==> config.mk <==
export PLATFORM = sky130hd
export DESIGN_NAME = bus_slave_decoder
export DESIGN_NICKNAME = d
export VERILOG_FILES = /design/src/rtl/bus_slave_decoder.sv
export SDC_FILE = /design/constraint.sdc
export NUM_CORES = 1
export LEC_CHECK = 0
export ABC_AREA = 1
export CAP_MARGIN = 20
export CORE_AREA = 2 2 137 139
export DETAILED_ROUTE_END_ITERATION = 8
export DIE_AREA = 0 0 139 141
export HOLD_SLACK_MARGIN = 0.03
export PLACE_DENSITY = 0.8
export SETUP_SLACK_MARGIN = 0.02
export SYNTH_ARGS = -nofsm -noshare
export SYNTH_HDL_FRONTEND = slang
export SYNTH_SLANG_ARGS = --single-unit
==> constraint.sdc <==
create_clock -name i_clock -period 1.79 [get_ports i_clock]
set_input_delay 0.358 -clock i_clock [delete_from_list [all_inputs] [get_ports i_clock]]
set_output_delay 0.358 -clock i_clock [all_outputs]
set_load 0.01 [all_outputs]
==> src/rtl/bus_slave_decoder.sv <==
// Address decoder/responder: one bus master to SLAVES slaves with a registered request stage. Mapped access: o_ready 1 cycle after the slave's ready, 2 cycles minimum; unmapped access: o_ready + o_error 1 cycle after the request.
// Backpressure: the master holds i_request until o_ready and drops it before the next access. Optional stall abort with BUS_DECODER_TIMEOUT_EN.
module bus_slave_decoder #(
    parameter int                            SLAVES      = 4,
    parameter int                            DECODE_BITS = 4,
    parameter logic [SLAVES*DECODE_BITS-1:0] MAP         = {4'h4, 4'h3, 4'h1, 4'h0},
`ifdef BUS_DECODER_TIMEOUT_EN
    parameter int                            TIMEOUT     = 1024,
`endif
    parameter logic [31:0]                   ERROR_DATA  = 32'hDEADBEEF
) (
    input  logic                 i_clock,
    input  logic                 i_reset,
    input  logic                 i_request,
    input  logic                 i_rw,
    input  logic [31:0]          i_address,
    input  logic [31:0]          i_wdata,
    output logic [31:0]          o_rdata,
    output logic                 o_ready,
    output logic                 o_error,
    output logic [SLAVES-1:0]    o_s_request,
    output logic                 o_s_rw,
    output logic [31:0]          o_s_address,
    output logic [31:0]          o_s_wdata,
    input  logic [SLAVES*32-1:0] i_s_rdata,
    input  logic [SLAVES-1:0]    i_s_ready,
    output logic [31:0]          o_error_address,
    output logic [15:0]          o_error_count
);

    localparam int          SEL_W     = (SLAVES > 1) ? $clog2(SLAVES) : 1;
    localparam logic [31:0] ADDR_MASK = 32'hFFFF_FFFF >> DECODE_BITS;

    typedef enum logic [2:0] {
        S_IDLE,
        S_ACTIVE,
        S_DONE,
        S_ERROR,
        S_RELEASE
    } state_t;

    state_t r_state;
    state_t w_next;

    logic              r_rw;
    logic [31:0]       r_address;
    logic [31:0]       r_wdata;
    logic [31:0]       r_rdata;
    logic [SEL_W-1:0]  r_sel;
    logic [31:0]       r_error_address;
    logic [15:0]       r_error_count;

    logic [DECODE_BITS-1:0] w_region;
    logic                   w_hit;
    logic [SEL_W-1:0]       w_sel;
    logic                   w_sel_rdy;
    logic                   w_expire;
    logic [31:0]            w_s_rdata [SLAVES];

    assign w_region = i_address[31 -: DECODE_BITS];

    for (genvar g = 0; g < SLAVES; g++) begin : g_rdata
        assign w_s_rdata[g] = i_s_rdata[32*g +: 32];
    end

    // Scan downwards so the lowest matching slave wins on duplicate map entries.
    always_comb begin
        w_hit = 1'b0;
        w_sel = '0;
        for (int k = SLAVES - 1; k >= 0; k--) begin
            if (MAP[k*DECODE_BITS +: DECODE_BITS] == w_region) begin
                w_hit = 1'b1;
                w_sel = SEL_W'(k);
            end
        end
    end

    assign w_sel_rdy = i_s_ready[r_sel];

`ifdef BUS_DECODER_TIMEOUT_EN
    localparam logic [15:0] WAIT_LAST = 16'(TIMEOUT - 1);

    logic [15:0] r_wait;

    always_ff @(posedge i_clock or negedge i_reset) begin
        if (!i_reset) begin
            r_wait <= '0;
        end else if (r_state == S_IDLE) begin
            r_wait <= '0;
        end else if (r_state == S_ACTIVE && !w_sel_rdy) begin
            r_wait <= r_wait + 16'd1;
        end
    end

    assign w_expire = (r_wait == WAIT_LAST);
`else
    assign w_expire = 1'b0;
`endif

    always_ff @(posedge i_clock or negedge i_reset) begin
        if (!i_reset) begin
            r_state <= S_IDLE;
        end else begin
            r_state <= w_next;
        end
    end

    always_comb begin
        w_next = r_state;
        case (r_state)
            S_IDLE: begin
                if (i_request) begin
                    w_next = w_hit ? S_ACTIVE : S_ERROR;
                end
            end
            S_ACTIVE: begin
                // A ready arriving on the expiry cycle still completes normally.
                if (w_sel_rdy) begin
                    w_next = S_DONE;
                end else if (w_expire) begin
                    w_next = S_ERROR;
                end
            end
            S_DONE:    w_next = S_RELEASE;
            S_ERROR:   w_next = S_RELEASE;
            S_RELEASE: begin
                if (!i_request) begin
                    w_next = S_IDLE;
                end
            end
            default:   w_next = S_IDLE;
        endcase
    end

    always_ff @(posedge i_clock or negedge i_reset) begin
        if (!i_reset) begin
            r_rw      <= 1'b0;
            r_address <= '0;
            r_wdata   <= '0;
            r_sel     <= '0;
            r_rdata   <= '0;
        end else begin
            if (r_state == S_IDLE && i_request) begin
                r_rw      <= i_rw;
                r_address <= i_address;
                r_wdata   <= i_wdata;
                r_sel     <= w_sel;
            end
            if (r_state == S_ACTIVE && w_sel_rdy) begin
                r_rdata <= w_s_rdata[r_sel];
            end
        end
    end

    always_ff @(posedge i_clock or negedge i_reset) begin
        if (!i_reset) begin
            r_error_address <= '0;
            r_error_count   <= '0;
        end else if (r_state == S_ERROR) begin
            r_error_address <= r_address;
            if (r_error_count != 16'hFFFF) begin
                r_error_count <= r_error_count + 16'd1;
            end
        end
    end

    // Decoded from the state register so an async reset drops the slave request at once.
    always_comb begin
        o_s_request = '0;
        if (r_state == S_ACTIVE) begin
            o_s_request[r_sel] = 1'b1;
        end
    end

    always_comb begin
        o_rdata = '0;
        case (r_state)
            S_DONE:  o_rdata = r_rdata;
            S_ERROR: o_rdata = ERROR_DATA;
            default: o_rdata = '0;
        endcase
    end

    assign o_ready         = (r_state == S_DONE) || (r_state == S_ERROR);
    assign o_error         = (r_state == S_ERROR);
    assign o_s_rw          = r_rw;
    assign o_s_address     = r_address & ADDR_MASK;
    assign o_s_wdata       = r_wdata;
    assign o_error_address = r_error_address;
    assign o_error_count   = r_error_count;

endmodule

==> impl_metrics.csv, run 1 <==
group,metric,value,unit
route,vias,7901,
layout,final_nets,1576,
worst_setup_path,timing.rr.start,"r_state[1]$_DFFE_PN0P_",
floorplanning,die-height,141,um
layout,synth_to_final_area_change,63.01,%
floorplanning,die_w,139,um
worst_setup_path,worst-endpoint-required,1.43,ns
power_and_ir_drop,leakage,5.916,nW
layout,diodes,0,
synthesis,synth_fa_ha_area_frac,0.001684,
worst_setup_path,critical-path-top-delay-family,"flip-flops",
clock_network,cts_made_buffers,17,
clock_network,worst_setup_hold_path_clk_slew,0.07,ns
timing,final.setup_skew,0.01485,ns
route,finalWirelength,25.46,mm
route,detail_route.iter0.violations,400,
worst_setup_path,crit_fanout,25,
power_and_ir_drop,power.ir.vdd_worst,0.0007984,V
global_route,grt_util_all_layers,0.2472,
global_route,initial_antenna_violation_count,0,
floorplanning,fp.dieArea,0.01960,mm^2
timing,max_freq,531.2,MHz
floorplanning,initial_core_utilization,0.4068,
synthesis,synth_top_cell_area_share,0.5051,
floorplanning,fp-row-count,50,
route,firstDrtPassIters,5,
route,viasPerCell,4.871,
synthesis,synthSimpleGateAreaFrac,0.3909,
layout,post_layout_nonfiller_instances,1622,
global_route,grt_overflow,0,
synthesis,yosys_register_bits,150,
worst_setup_path,crit_buf_inv,2,
route,detail-route-antenna-nets,0,
synthesis,yosysWarningCount,0,
timing,period_needed,1.882,ns
floorplanning,boundaryPins,351,
layout,design_area,0.01212,mm^2
floorplanning,placeableCoreArea,0.01827,mm^2
timing,final_min_period_over_clock_period,1.052,
clock_network,max-clock-path-buffers,2,
worst_setup_path,worstPathArrival,1.52,ns
timing,layout_setup_ws,-0.09240,ns
synthesis,netlist_instances,1024,
min_path,worstHoldPathType,"in -> async",
synthesis,dominant_combinational_cell_family_by_area_after_synthesis,"simple AND/OR/NAND/NOR gates",
run_status,failed_checks,"negative setup slack",
clock_network,htreeDepth,4,
worst_setup_path,crit_chain,"nor2_4, inv_8, nor2_2, clkdlybuf4s15_2",
power_and_ir_drop,cellPowerDensity,1498,mW/mm^2
global_route,grt_pass1_wl,38.76,mm
route,post-route-drc-count,0,
global_route,first_global_vias,7686,
worst_setup_path,cp-start-kind,"flip-flop",
timing,setup-violations-final,11,
route,wl_per_cell,15.69,um
synthesis,post_synth_instance_area,0.007432,mm^2
placed_design,numPlacedInstances,1566,
synthesis,avgSynthCellArea,7.258,um^2
placed_design,gp_routability_congestion,0.8664,
run_status,outcome,"finished, violations left",
worst_setup_path,setup.worst_path.end_class,"output pin",
worst_setup_path,crit_start,"r_state[2]$_DFFE_PN0P_",
placed_design,io_buffers,346,
synthesis,synth_compound_gate_area_share,0.01734,
clock_network,cts_tree,"built",
synthesis,synth.area.mux_share,0,
clock_network,clk-insertion-delay-late,0.43,ns
timing,max_slew_vio_count,0,
power_and_ir_drop,p_total,18.15,mW
global_route,grt_max_degree,64,
layout,final_layout_size_suffix_gt1_frac,0.1261,
clock_network,clock-root-buffer,"sky130_fd_sc_hd__clkbuf_16",
synthesis,synth_top_area_cell,"sky130_fd_sc_hd__dfrtp_1",
synthesis,ys_types,24,
placed_design,place_area,0.01117,mm^2
worst_setup_path,slowest_stage,"sky130_fd_sc_hd__dfrtp_2",
synthesis,post_synth_xor_area_fraction,0.005892,
flow_run,maxCapViolations,0,
timing,timing_hold_violations_final,0,
synthesis,synth.area.top_cells,"sky130_fd_sc_hd__dfrtp_1, sky130_fd_sc_hd__nand2_1, sky130_fd_sc_hd__nor2_1",
placed_design,detailed_place_hpwl,18.27,mm
worst_setup_path,timing_worst_setup_path_type,"reg -> out",
layout,post-route-util,0.6632,
clock_network,cts.sink_count,150,
timing,rsz0062_at_grt,"yes",
worst_setup_path,slowest_delay,0.46,ns
synthesis,yosysSeqAreaShare,0.5051,
==> cells in the final DEF, fill, tap and decap left out, types with 2 or more instances in the layout <==
cell and count:
sky130_fd_sc_hd__a21oi_1 4, sky130_fd_sc_hd__buf_12 13, sky130_fd_sc_hd__buf_2 26, sky130_fd_sc_hd__buf_4 43, sky130_fd_sc_hd__buf_6 12, sky130_fd_sc_hd__bufinv_16 2, sky130_fd_sc_hd__clkbuf_16 20, sky130_fd_sc_hd__clkbuf_8 2
sky130_fd_sc_hd__clkdlybuf4s15_2 2, sky130_fd_sc_hd__clkdlybuf4s50_1 294, sky130_fd_sc_hd__clkinv_4 3, sky130_fd_sc_hd__clkinvlp_4 2, sky130_fd_sc_hd__conb_1 4, sky130_fd_sc_hd__dfrtp_1 144, sky130_fd_sc_hd__dfrtp_2 6, sky130_fd_sc_hd__dlygate4sd2_1 7
sky130_fd_sc_hd__dlymetal6s2s_1 6, sky130_fd_sc_hd__inv_1 31, sky130_fd_sc_hd__inv_2 5, sky130_fd_sc_hd__inv_6 5, sky130_fd_sc_hd__inv_8 3, sky130_fd_sc_hd__nand2_1 548, sky130_fd_sc_hd__nand2_2 2, sky130_fd_sc_hd__nand3_1 43
sky130_fd_sc_hd__nand4_1 36, sky130_fd_sc_hd__nor2_1 69, sky130_fd_sc_hd__nor2_2 11, sky130_fd_sc_hd__nor2_4 11, sky130_fd_sc_hd__nor3_2 2, sky130_fd_sc_hd__nor3_4 2, sky130_fd_sc_hd__o21ai_0 16, sky130_fd_sc_hd__xnor2_1 3
sky130_fd_sc_hd__xor2_1 2
==> per-layer routing <==
metal  global-route usage  vias to the layer above  share of wire
met5                    0                        -              0
met1               0.2901                     3699           0.39
li1                     -                     3834              -
met2               0.4358                      307           0.51
met3              0.04857                       61          0.056
met4               0.1196                        0          0.038
==> flip-flops by register name, summed over array words and instances, names as in the netlist <==
register and count:
r_address 32, r_rdata 32, o_error_count 16, o_s_wdata 32, o_s_rw 1, r_sel 2
r_state 3, o_error_address 32
==> through the flow <==
step | worst slack (ns) | setup TNS [ns] | hold WS, ns
after floorplan | 0.09775 | 0 | 0.06241
after global placement | -0.1308 | -3.148 | 0.2985
after detailed placement | -0.2210 | -5.194 | 0.2994
after CTS | -0.1371 | -0.5625 | 0.4070
after global routing | -0.1419 | -2.129 | 0.4350
final | -0.09240 | -0.3449 | 0.4212
==> Yosys cell counts (all sizes together) <==
library cell and number:
nand2 550, dfrtp 150, nor2 91, buf 50
nand3 44, inv 38, nand4 36, clkbuf 29
o21ai 18, nor3 5, a21oi 4, xnor2 3
xor2 2, a22oi 1, conb 1, ha 1
o21a 1
==> layout make-up <==
type,instances,area (um^2)
clock inverters,13,158.9
multi-input cells,760,3244
clock buffers,19,452.9
fillers,1554,6152
flip-flops and latches,150,3761
inverters,38,155.1
well taps,234,292.8
repair buffers,408,4050
==> final timing paths <==
path / end / slack, ns / cells after the start
max in group asynchronous: r_state[1]$_DFFE_PN0P_ / 0.76 / 3
worst max-delay path: o_rdata[7] / -0.09 / 4
worst min register to register: o_error_address[26]$_DFFE_PN0N_ / 0.47 / 2
worst max register to register: r_address[30]$_DFFE_PN0P_ / 0.08 / 9
min in group i_clock: o_s_wdata[11]$_DFFE_PN0P_ / 0.45 / 3
worst min-delay path: r_address[6]$_DFFE_PN0P_ / 0.42 / 2
==> kinds of logic after synthesis <==
family	count (synthesis)
other cells	1
fa+ha+maj	1
compound gates	24
flops	150
simple gates	726
xor+xnor	5
buf+inv	117
==> what timing repair did <==
action                                 CTS  global route
pin swaps                                3             6
endpoints found under the hold margin   35             0
cloned                                   0             4
setup buffers                            9            10
hold buffers                             1             0
gates resized for setup                194            47
setup endpoints to repair               79            93
==> power breakdown <==
| part | total (mW) | internal [mW] | switching [mW] | leakage, nW |
|---|---|---|---|---|
| registers | 5.80 | 4.85 | 0.953 | 1.90 |
| clock network | 3.70 | 2.17 | 1.53 | 0.295 |
| logic | 8.65 | 4.14 | 4.51 | 3.72 |
Power figures use the tool's default switching activity.
==> inputs of run 2 (changes only) <==
--- a/config.mk
+++ b/config.mk
@@ -12,6 +12,7 @@
 export DIE_AREA = 0 0 139 141
 export HOLD_SLACK_MARGIN = 0.03
 export PLACE_DENSITY = 0.8
+export REMOVE_ABC_BUFFERS = 1
 export SETUP_SLACK_MARGIN = 0.02
 export SYNTH_ARGS = -nofsm -noshare
 export SYNTH_HDL_FRONTEND = slang
==> run 2 against run 1 <==
The flow still finishes with violations (negative setup slack). Flip-flop and latch count unchanged. Clock power rose by 8.9%. Wire length up 17%. Via count increased by 7.2%. Largest cell class unchanged.
==> impl_metrics.csv, run 2 (synthesized netlist as in run 1, its figures left out) <==
group,metric,value,unit
placed_design,gp_routability_congestion,0.8252,
layout,post_layout_nonfiller_instances,1662,
run_status,outcome,"finished, violations left",
clock_network,worst_setup_hold_path_clk_slew,0.06,ns
run_status,failed_checks,"negative setup slack",
floorplanning,fp.dieArea,0.01960,mm^2
worst_setup_path,worst-endpoint-required,1.43,ns
route,vias,8473,
clock_network,max-clock-path-buffers,2,
timing,final.setup_skew,0.009220,ns
worst_setup_path,worstPathArrival,1.57,ns
worst_setup_path,setup.worst_path.end_class,"output pin",
layout,num-fill-cells,1273,
clock_network,cts_made_buffers,17,
placed_design,detailed_place_hpwl,18.02,mm
route,finalWirelength,29.79,mm
floorplanning,boundaryPins,351,
route,wl_per_cell,17.92,um
flow_run,maxCapViolations,0,
clock_network,clock-root-buffer,"sky130_fd_sc_hd__clkbuf_16",
timing,max_slew_vio_count,0,
route,viasPerCell,5.098,
clock_network,cts_tree,"built",
global_route,first_global_vias,8064,
route,post-route-drc-count,0,
layout,seqCellArea,0.003766,mm^2
global_route,grt_util_all_layers,0.2652,
floorplanning,placeableCoreArea,0.01827,mm^2
layout,final_nets,1616,
layout,multi_input_area,0.003869,mm^2
layout,layout_common_cells,"sky130_fd_sc_hd__nand2_1, sky130_fd_sc_hd__clkdlybuf4s50_1, sky130_fd_sc_hd__dfrtp_1",
layout,synth_to_final_area_change,82.58,%
global_route,grt_pass1_wl,41.46,mm
min_path,worstHoldPathType,"in -> async",
timing,rsz0062_at_grt,"yes",
route,detail_route.iter0.violations,552,
timing,period_needed,1.926,ns
global_route,initial_antenna_violation_count,1,
timing,final_min_period_over_clock_period,1.076,
clock_network,htreeDepth,4,
clock_network,cts.sink_count,150,
layout,final_layout_size_suffix_gt1_frac,0.2418,
power_and_ir_drop,cellPowerDensity,1571,mW/mm^2
global_route,grt_overflow,0,
placed_design,place_area,0.01111,mm^2
clock_network,clk-insertion-delay-late,0.42,ns
route,firstDrtPassIters,5,
worst_setup_path,cp-start-kind,"flip-flop",
global_route,grt_max_degree,62,
placed_design,io_buffers,346,
floorplanning,fp-row-count,50,
power_and_ir_drop,power.ir.vdd_worst,0.001286,V
power_and_ir_drop,leakage,6.717,nW
floorplanning,die_w,139,um
timing,setup-violations-final,82,
route,detail-route-antenna-nets,0,
timing,max_freq,519.3,MHz
timing,timing_hold_violations_final,0,
timing,layout_setup_ws,-0.1356,ns
layout,design_area,0.01357,mm^2
worst_setup_path,timing_worst_setup_path_type,"reg -> out",
placed_design,dp_slack,-0.1914,ns
placed_design,numPlacedInstances,1557,
floorplanning,initial_core_utilization,0.4068,
layout,mostFrequentLayoutCell,"sky130_fd_sc_hd__nand2_1",
floorplanning,die-height,141,um
power_and_ir_drop,p_total,21.32,mW
worst_setup_path,crit_fanout,3,
run 2: cell types whose count changed in the layout (fill, tap and decap cells not counted), moves of 5 or more:
cell / delta
sky130_fd_sc_hd__buf_12: +7
sky130_fd_sc_hd__buf_6: +25
sky130_fd_sc_hd__buf_2: -6
sky130_fd_sc_hd__nand2_1: -90
sky130_fd_sc_hd__nand2_2: +62
sky130_fd_sc_hd__o21ai_1: +8
sky130_fd_sc_hd__buf_8: +5
sky130_fd_sc_hd__dlymetal6s2s_1: +23
sky130_fd_sc_hd__nor2_4: +32
sky130_fd_sc_hd__o21ai_0: -11
sky130_fd_sc_hd__nor2_1: -33
sky130_fd_sc_hd__nand2_4: +28
sky130_fd_sc_hd__clkdlybuf4s50_1: -22
sky130_fd_sc_hd__clkbuf_16: +6
run 2: stage by stage:
step                      setup TNS (ns)  hold slack [ns]    util
after floorplan                  -170.03          0.06241       -
after global placement            -3.377           0.2913  0.6079
after detailed placement          -5.458           0.2916  0.6079
after CTS                         -7.416           0.4101  0.6701
after global routing              -13.85           0.4466  0.7427
final                             -3.758           0.4367  0.7428
run 2: worst paths after layout:
path | startpoint | end | slack (ns) | depth (start not counted)
worst max-delay path | r_state[2]$_DFFE_PN0P_ | o_error | -0.14 | 5
worst min-delay path | i_reset | r_address[3]$_DFFE_PN0P_ | 0.44 | 2
worst max register to register | r_state[2]$_DFFE_PN0P_ | o_error_count[10]$_DFFE_PN0P_ | -0.08 | 10
worst min register to register | o_error_address[1]$_DFFE_PN0N_ | o_error_address[1]$_DFFE_PN0N_ | 0.47 | 2
max in group asynchronous | i_reset | r_state[1]$_DFFE_PN0P_ | 0.77 | 3
min in group i_clock | i_wdata[15] | o_s_wdata[15]$_DFFE_PN0P_ | 0.47 | 3
run 2: layout make-up:
class                   instances  area share
clock buffers                  18     0.03237
clock inverters                13     0.01623
flip-flops and latches        150      0.2775
multi-input cells             760      0.2851
inverters                      38     0.01337
repair inverters                4    0.003504
diodes                          1   0.0001844
repair buffers                444      0.3501
well taps                     234     0.02158
run 2: worst max-delay path, cell delays in order (launching register included):
cell,delay (ns)
sky130_fd_sc_hd__dfrtp_2,0.44
sky130_fd_sc_hd__buf_6,0.14
sky130_fd_sc_hd__buf_4,0.13
sky130_fd_sc_hd__nor3_4,0.18
sky130_fd_sc_hd__buf_6,0.15
sky130_fd_sc_hd__buf_6,0.10
run 2: what timing repair did:
item / CTS / global route
endpoints found under the hold margin: 32 / 0
cloned: 5 / 17
hold buffers: 1 / 0
pin swaps: 22 / 39
setup endpoints to repair: 85 / 181
setup buffers: 28 / 24
resized for setup: 253 / 264
run 2: routing by layer:
metal  track usage  wire [um]
met5             0          0
met4        0.1031        925
met3       0.05197       1921
met2        0.4607      15340
met1        0.3276      11600
run 2: report_power, final:
group	total (mW)	internal (mW)	switching (mW)
sequential	6.15	4.87	1.28
combinational	11.1	5.52	5.63
clock	4.03	2.53	1.50
